--- config.mk ---
export PLATFORM = sky130hd
export DESIGN_NAME = fc_layer_sequencer
export DESIGN_NICKNAME = d
export VERILOG_FILES = /design/src/rtl/fc_layer_sequencer.sv
export SDC_FILE = /design/constraint.sdc
export NUM_CORES = 1
export LEC_CHECK = 0
export ABC_AREA = 1
export CELL_PAD_IN_SITES_DETAIL_PLACEMENT = 0
export CELL_PAD_IN_SITES_GLOBAL_PLACEMENT = 1
export CORE_AREA = 5 5 228 230
export CTS_CLUSTER_DIAMETER = 150
export DETAILED_ROUTE_END_ITERATION = 12
export DIE_AREA = 0 0 233 235
export GPL_TIMING_DRIVEN = 0
export PLACE_DENSITY = 0.75
export SYNTH_ARGS = -nofsm -noshare
export SYNTH_HDL_FRONTEND = slang
export SYNTH_SLANG_ARGS = --single-unit
--- constraint.sdc ---
create_clock -name clk -period 1.2 [get_ports clk]
set_input_delay 0.24 -clock clk [delete_from_list [all_inputs] [get_ports clk]]
set_output_delay 0.24 -clock clk [all_outputs]
set_load 0.1 [all_outputs]
--- src/rtl/fc_layer_sequencer.sv ---
// Layer sequencer for one Fully_Connect pass: replays the feature buffer once per
// output node, inserts drain gaps, then waits for the FC result or a timeout.
module fc_layer_sequencer #(
    parameter int DATAWIDTH      = 16,
    parameter int INPUT_NODES    = 784,
    parameter int OUTPUT_NODES   = 2,
    parameter int MULT_ADD_UNITS = 16,
    parameter int DRAIN_CYCLES   = 4,
    parameter int RUN_CODE       = 11,
    parameter int IDLE_CODE      = 1,
    parameter int ADDR_W         = 10,
    parameter int TIMEOUT_CYCLES = 1024
) (
    input  logic                                clk,
    input  logic                                reset,
    input  logic                                start,
    output logic                                busy,
    output logic                                done,
    output logic                                err,
    output logic                                buf_rd_en,
    output logic [ADDR_W-1:0]                   buf_rd_addr,
    input  logic [DATAWIDTH*MULT_ADD_UNITS-1:0] buf_rd_data,
    output logic [3:0]                          fc_state,
    output logic [DATAWIDTH*MULT_ADD_UNITS-1:0] fc_input_data,
    input  logic                                fc_done,
    input  logic [DATAWIDTH*OUTPUT_NODES-1:0]   fc_output_data,
    output logic [DATAWIDTH*OUTPUT_NODES-1:0]   result,
    output logic [$clog2(OUTPUT_NODES):0]       node_idx
);

    localparam int BEATS  = INPUT_NODES / MULT_ADD_UNITS;
    localparam int NODE_W = $clog2(OUTPUT_NODES) + 1;
    localparam int DRN_W  = $clog2(DRAIN_CYCLES + 1);
    localparam int TMO_W  = $clog2(TIMEOUT_CYCLES + 1);

    localparam logic [ADDR_W-1:0] LAST_BEAT  = ADDR_W'(BEATS - 1);
    localparam logic [DRN_W-1:0]  LAST_DRAIN = DRN_W'(DRAIN_CYCLES - 1);
    localparam logic [NODE_W-1:0] LAST_NODE  = NODE_W'(OUTPUT_NODES - 1);
    localparam logic [TMO_W-1:0]  LAST_WAIT  = TMO_W'(TIMEOUT_CYCLES - 1);
    localparam logic [3:0]        RUN_ST     = 4'(RUN_CODE);
    localparam logic [3:0]        IDLE_ST    = 4'(IDLE_CODE);

    typedef enum logic [1:0] {
        IDLE,
        FETCH,
        DRAIN,
        WAIT_DONE
    } state_t;

    state_t             state;
    state_t             state_nxt;
    logic [ADDR_W-1:0]  beat_cnt;
    logic [DRN_W-1:0]   drain_cnt;
    logic [TMO_W-1:0]   tmo_cnt;
    logic               accept;
    logic               fin_ok;
    logic               fin_tmo;
    logic               last_beat;
    logic               last_drain;
    logic               last_node;
    logic               last_wait;
    logic               rd_vld_p0;
    logic               first_p0;
    logic               run;

    assign last_beat  = (beat_cnt == LAST_BEAT);
    assign last_drain = (drain_cnt == LAST_DRAIN);
    assign last_node  = (node_idx == LAST_NODE);
    assign last_wait  = (tmo_cnt == LAST_WAIT);

    assign busy        = (state != IDLE);
    assign buf_rd_en   = (state == FETCH);
    assign buf_rd_addr = beat_cnt;
    assign fc_state    = run ? RUN_ST : IDLE_ST;

    always_ff @(posedge clk or negedge reset) begin
        if (!reset) begin
            state <= IDLE;
        end else begin
            state <= state_nxt;
        end
    end

    // A start landing on the done/err pulse cycle is dropped, not queued.
    always_comb begin
        state_nxt = state;
        accept    = 1'b0;
        fin_ok    = 1'b0;
        fin_tmo   = 1'b0;
        case (state)
            IDLE: begin
                if (start && !done && !err) begin
                    accept    = 1'b1;
                    state_nxt = FETCH;
                end
            end
            FETCH: begin
                if (last_beat) begin
                    state_nxt = DRAIN;
                end
            end
            DRAIN: begin
                if (last_drain) begin
                    state_nxt = last_node ? WAIT_DONE : FETCH;
                end
            end
            WAIT_DONE: begin
                if (fc_done) begin
                    fin_ok    = 1'b1;
                    state_nxt = IDLE;
                end else if (last_wait) begin
                    fin_tmo   = 1'b1;
                    state_nxt = IDLE;
                end
            end
            default: state_nxt = IDLE;
        endcase
    end

    always_ff @(posedge clk or negedge reset) begin
        if (!reset) begin
            beat_cnt  <= '0;
            drain_cnt <= '0;
            node_idx  <= '0;
            tmo_cnt   <= '0;
        end else begin
            if (accept) begin
                beat_cnt <= '0;
            end else if (state == FETCH) begin
                beat_cnt <= last_beat ? '0 : beat_cnt + 1'b1;
            end

            if (state == DRAIN) begin
                drain_cnt <= last_drain ? '0 : drain_cnt + 1'b1;
            end

            if (accept) begin
                node_idx <= '0;
            end else if ((state == DRAIN) && last_drain) begin
                node_idx <= node_idx + 1'b1;
            end

            tmo_cnt <= (state == WAIT_DONE) ? tmo_cnt + 1'b1 : '0;
        end
    end

    always_ff @(posedge clk or negedge reset) begin
        if (!reset) begin
            done   <= 1'b0;
            err    <= 1'b0;
            result <= '0;
        end else begin
            done <= fin_ok;
            err  <= fin_tmo;
            if (fin_ok) begin
                result <= fc_output_data;
            end
        end
    end

    // Stage p0: buffer answers the read issued last cycle
    always_ff @(posedge clk or negedge reset) begin
        if (!reset) begin
            rd_vld_p0 <= 1'b0;
            first_p0  <= 1'b0;
        end else begin
            rd_vld_p0 <= buf_rd_en;
            first_p0  <= buf_rd_en && (node_idx == '0) && (beat_cnt == '0);
        end
    end

    // Stage p1: beat presented to the FC datapath, zero between reads
    always_ff @(posedge clk or negedge reset) begin
        if (!reset) begin
            fc_input_data <= '0;
            run           <= 1'b0;
        end else begin
            fc_input_data <= rd_vld_p0 ? buf_rd_data : '0;
            if (first_p0) begin
                run <= 1'b1;
            end else if (fin_ok || fin_tmo) begin
                run <= 1'b0;
            end
        end
    end

endmodule

==> parameters.txt, run 1 <==
Parameter                              Value

Outcome
  Outcome    complete, but fails checks
  Violated checks    negative hold slack, negative setup slack

Layout
  Number of nets in the final layout    2144
  Layout Cell Area excl Fill    25300 µm²
  Fraction of final layout cells sized beyond drive strength 1    0.540
  Layout Utilization    0.509
  Layout overhead on the synthesized area    122%

Floorplan
  Overall die area    between 50000 and 60000 µm²
  # rows    82
  Initial core utilization    0.229
  Core area    49700 µm²
  Number of top-level design ports    600
  Die Span X    roughly 230 µm
  Height of the die    235 µm

Power and ir drop
  Power density of the placed cells    1200 nW/µm²
  Fraction of power consumed by sequential logic    0.385
  Worst IR drop on VDD    1.07 mV
  Net switching power of the design    around 9.5 mW
  Net Sw Frac    0.314
  Static power due to leakage    between 10 and 15 nW
  Part of the total power dissipated in the clock network    0.379
  Comb power frac    0.236
  Internal power of the cells    20.7 mW

Critical path
  Crit start category    flop
  Crit-path max FO    4
  Type of element capturing the critical path    output pin
  CP Data Required Time    0.96 ns
  Crit path arrival time    1.37 ns
  Worst Path Class, Setup    flop to output pin

STA
  Total count of max-transition violations in the final report    0
  Tightest Pin Transition    about 0.70 ns
  Min cycle time layout    1.61 ns
  Hold Vio Cnt, Final    between 100 and 150
  Worst Hold Slack    -0.300 ns
  Clock Skew    0.00966 ns
  Number of failing setup endpoints in the final timing report    448
  Worst setup margin    -0.406 ns
  Peak Freq    623 MHz
  Final cycle utilization of the critical path    1.34
  Worst-case headroom to the max-slew limit    0.534
  RSZ-0062 raised after global routing    true

Yosys
  Post-synthesis average cell area    10.1 µm²
  Sequential-to-total area share from yosys stat    0.706
  Number of instances in the synthesized netlist    1131
  Mapped Nets    1429
  Async SR Flop Fraction    1.00
  Cell area after synthesis    about 11000 µm²
  Main synth FF type    dfrtp_1
  Count of state elements after synthesis    321
  Yosys warns    0
  Post-synth EDFFs    0
  Unique cell type count in the Yosys netlist    32

CTS
  Number of CTS-inserted buffers    38
  Sinks on the clock net    321
  Clock tree root driver cell    clkbuf_16
  Clock slew at the register clock pins of the worst setup and hold paths    0.06 ns
  Worst-Skew Late Latency    0.53 ns
  Clock tree from TritonCTS    done
  Maximum number of buffers from clock root to sink    3
  H-Tree Depth    2

Routing
  Number of antenna-violating nets in the routed design    0
  Starting DRC count in detailed routing    between 300 and 400
  Final WL    46700 µm
  Count of vias placed by the detailed router    10094
  Number of vias per cell after detailed routing    3.97
  DRT Pass-1 Iters    7
  # DRC    0
  Drt wl/cell    18.4 µm

Placed design
  Routability congestion estimate    0.826
  Number of port buffers    597
  Worst slack at placement    -0.977 ns
  Post-place instance area    between 15000 and 20000 µm²
  Detailed-placement wirelength estimate    31200 µm

Hold path
  Worst min path class    input port to async pin

GRT
  Maximum number of pins on one net before global-route repair    120
  First-pass GRT wire length    66800 µm
  Overflow after GRT    0
  Vias in the first global route    10858
  Overall track demand over capacity in global routing    0.158
  Number of antenna violations at the first check in global routing    3

Flow run
  Reported max-cap violation count    0
-- worst max-delay path, cell delays in order (launching register included) --
cell     delay (ns)
dfrtp_2        0.45
inv_4          0.09
nand2_8        0.07
inv_16         0.06
buf_16         0.16
-- flip-flops by register name, summed over array words and instances, names as in the netlist --
signal and count:
tmo_cnt 11, drain_cnt 3, rd_vld_p0 1, first_p0 1, done 1, fc_input_data 256
state 2, result 32, buf_rd_addr 10, node_idx 2, err 1, run 1
-- cell usage in the layout (no fill, tap or decap), types with 2 or more instances in the layout --
| cell type | n |
|---|---|
| a21oi_1 | 6 |
| buf_12 | 170 |
| buf_16 | 17 |
| buf_4 | 38 |
| buf_6 | 12 |
| buf_8 | 173 |
| bufinv_16 | 2 |
| clkbuf_1 | 4 |
| clkbuf_16 | 53 |
| clkbuf_8 | 4 |
| clkdlybuf4s50_1 | 290 |
| clkinv_2 | 10 |
| clkinv_4 | 2 |
| clkinvlp_4 | 2 |
| conb_1 | 2 |
| dfrtp_1 | 302 |
| dfrtp_2 | 11 |
| dfrtp_4 | 8 |
| ha_1 | 2 |
| ha_4 | 4 |
| inv_1 | 77 |
| inv_2 | 203 |
| inv_4 | 7 |
| nand2_1 | 142 |
| nand2_2 | 63 |
| nand2_4 | 184 |
| nand2_8 | 5 |
| nand3_2 | 9 |
| nand3_4 | 4 |
| nand4_1 | 5 |
| nor2_1 | 13 |
| nor2_2 | 2 |
| nor2_4 | 7 |
| o21ai_0 | 3 |
| o21ai_1 | 4 |
| o21ai_2 | 10 |
| o22ai_2 | 2 |
| xnor2_1 | 2 |
| xor2_1 | 5 |
-- logic make-up after synthesis --
family,count (synthesis),share of synthesized area
other,2,0.000660
buffers and inverters,328,0.115
xor gates and xnor gates,7,0.00539
adders and majority gates,6,0.00659
and+or+nand+nor,438,0.153
DFF,321,0.706
AOI/OAI and AO/OA,29,0.0135
-- cells in the mapped netlist (all sizes together), types with 2 or more instances --
master	number	share of area
nand2	394	0.13
dfrtp	321	0.71
inv	289	0.096
buf	35	0.017
nor2	23	0.011
o21ai	17	0.0075
nand3	14	0.0066
a21oi	7	0.0031
ha	6	0.0066
nand4	5	0.0027
xor2	5	0.0038
clkbuf	3	0.00099
conb	2	0.00066
o22ai	2	0.0011
xnor2	2	0.0015
-- per-layer routing --
layer,vias up,wire (µm),global-route usage
li1,4629,-,-
met1,4878,16000,0.170
met2,479,24100,0.280
met3,104,4650,0.0625
met4,4,1930,0.0560
met5,-,27,0
-- stage by stage --
| stage | setup TNS [ns] | instances | total power [mW] |
|---|---|---|---|
| after global routing | -79.76 | 2542 | 31.3 |
| after detailed placement | -343.85 | 2402 | 17.6 |
| after global placement | -4894.86 | 2400 | 17.5 |
| final | -54.75 | 2543 | 30.2 |
| after floorplan | -3.13 | 1131 | 15.2 |
| after CTS | -74.16 | 2532 | 30.1 |
-- power by group through the flow --
stage / Clock (mW) / Combinational (mW) / Sequential (mW)
floorplan: 0 / 0.350 / 14.9
finish: 11.5 / 7.14 / 11.6
global placement: 0 / 5.91 / 11.6
CTS: 11.7 / 6.74 / 11.6
detailed placement: 0 / 5.97 / 11.6
global route: 12.2 / 7.37 / 11.7
-- final timing paths --
kind	from	end	slack, ns	cells after the start
min in group clk	buf_rd_data[2]	fc_input_data[2]$_DFF_PN0_	0.24	3
worst max-delay path	state[1]$_DFFE_PN0P_	buf_rd_en	-0.41	4
worst max register to register	buf_rd_addr[0]$_DFFE_PN0P_	buf_rd_addr[6]$_DFFE_PN0P_	-0.23	9
worst min-delay path	reset	fc_input_data[244]$_DFF_PN0_	-0.30	1
worst min register to register	first_p0$_DFF_PN0_	run$_DFFE_PN0P_	0.45	1
max in group asynchronous	reset	fc_input_data[140]$_DFF_PN0_	0.38	2
-- layout make-up --
type                            instances  area, µm²
Buffer                                 38        617
Sequential cell                       321       8080
Tap cell                              672        841
Clock buffer                           49       1100
Antenna cell                            1       2.50
Multi-Input combinational cell        482       3880
Timing Repair Buffer                  675       9480
Inverter                              290       1130
Clock inverter                         15        134
Fill cell                            4119      24400
-- repair_timing --
| action | 4_1_cts | 5_1_grt |
|---|---|---|
| setup endpoints to repair | 614 | 600 |
| cloned | 26 | 5 |
| gates resized for setup | 2982 | 464 |
| buffers inserted | 41 | 14 |
| endpoints found under the hold margin | 110 | 110 |
| pin swaps | 10 | 22 |
Note: power is estimated with default switching activity, not from simulation.
==> run 2, diff against run 1 <==
--- a/config.mk
+++ b/config.mk
@@ -6,6 +6,7 @@
 export NUM_CORES = 1
 export LEC_CHECK = 0
 export ABC_AREA = 1
+export ABC_CLOCK_PERIOD_IN_PS = 1200
 export CELL_PAD_IN_SITES_DETAIL_PLACEMENT = 0
 export CELL_PAD_IN_SITES_GLOBAL_PLACEMENT = 1
 export CORE_AREA = 5 5 228 230
==> results of run 2 <==
Same layout as run 1: the final DEF is identical, and so are final timing and power.
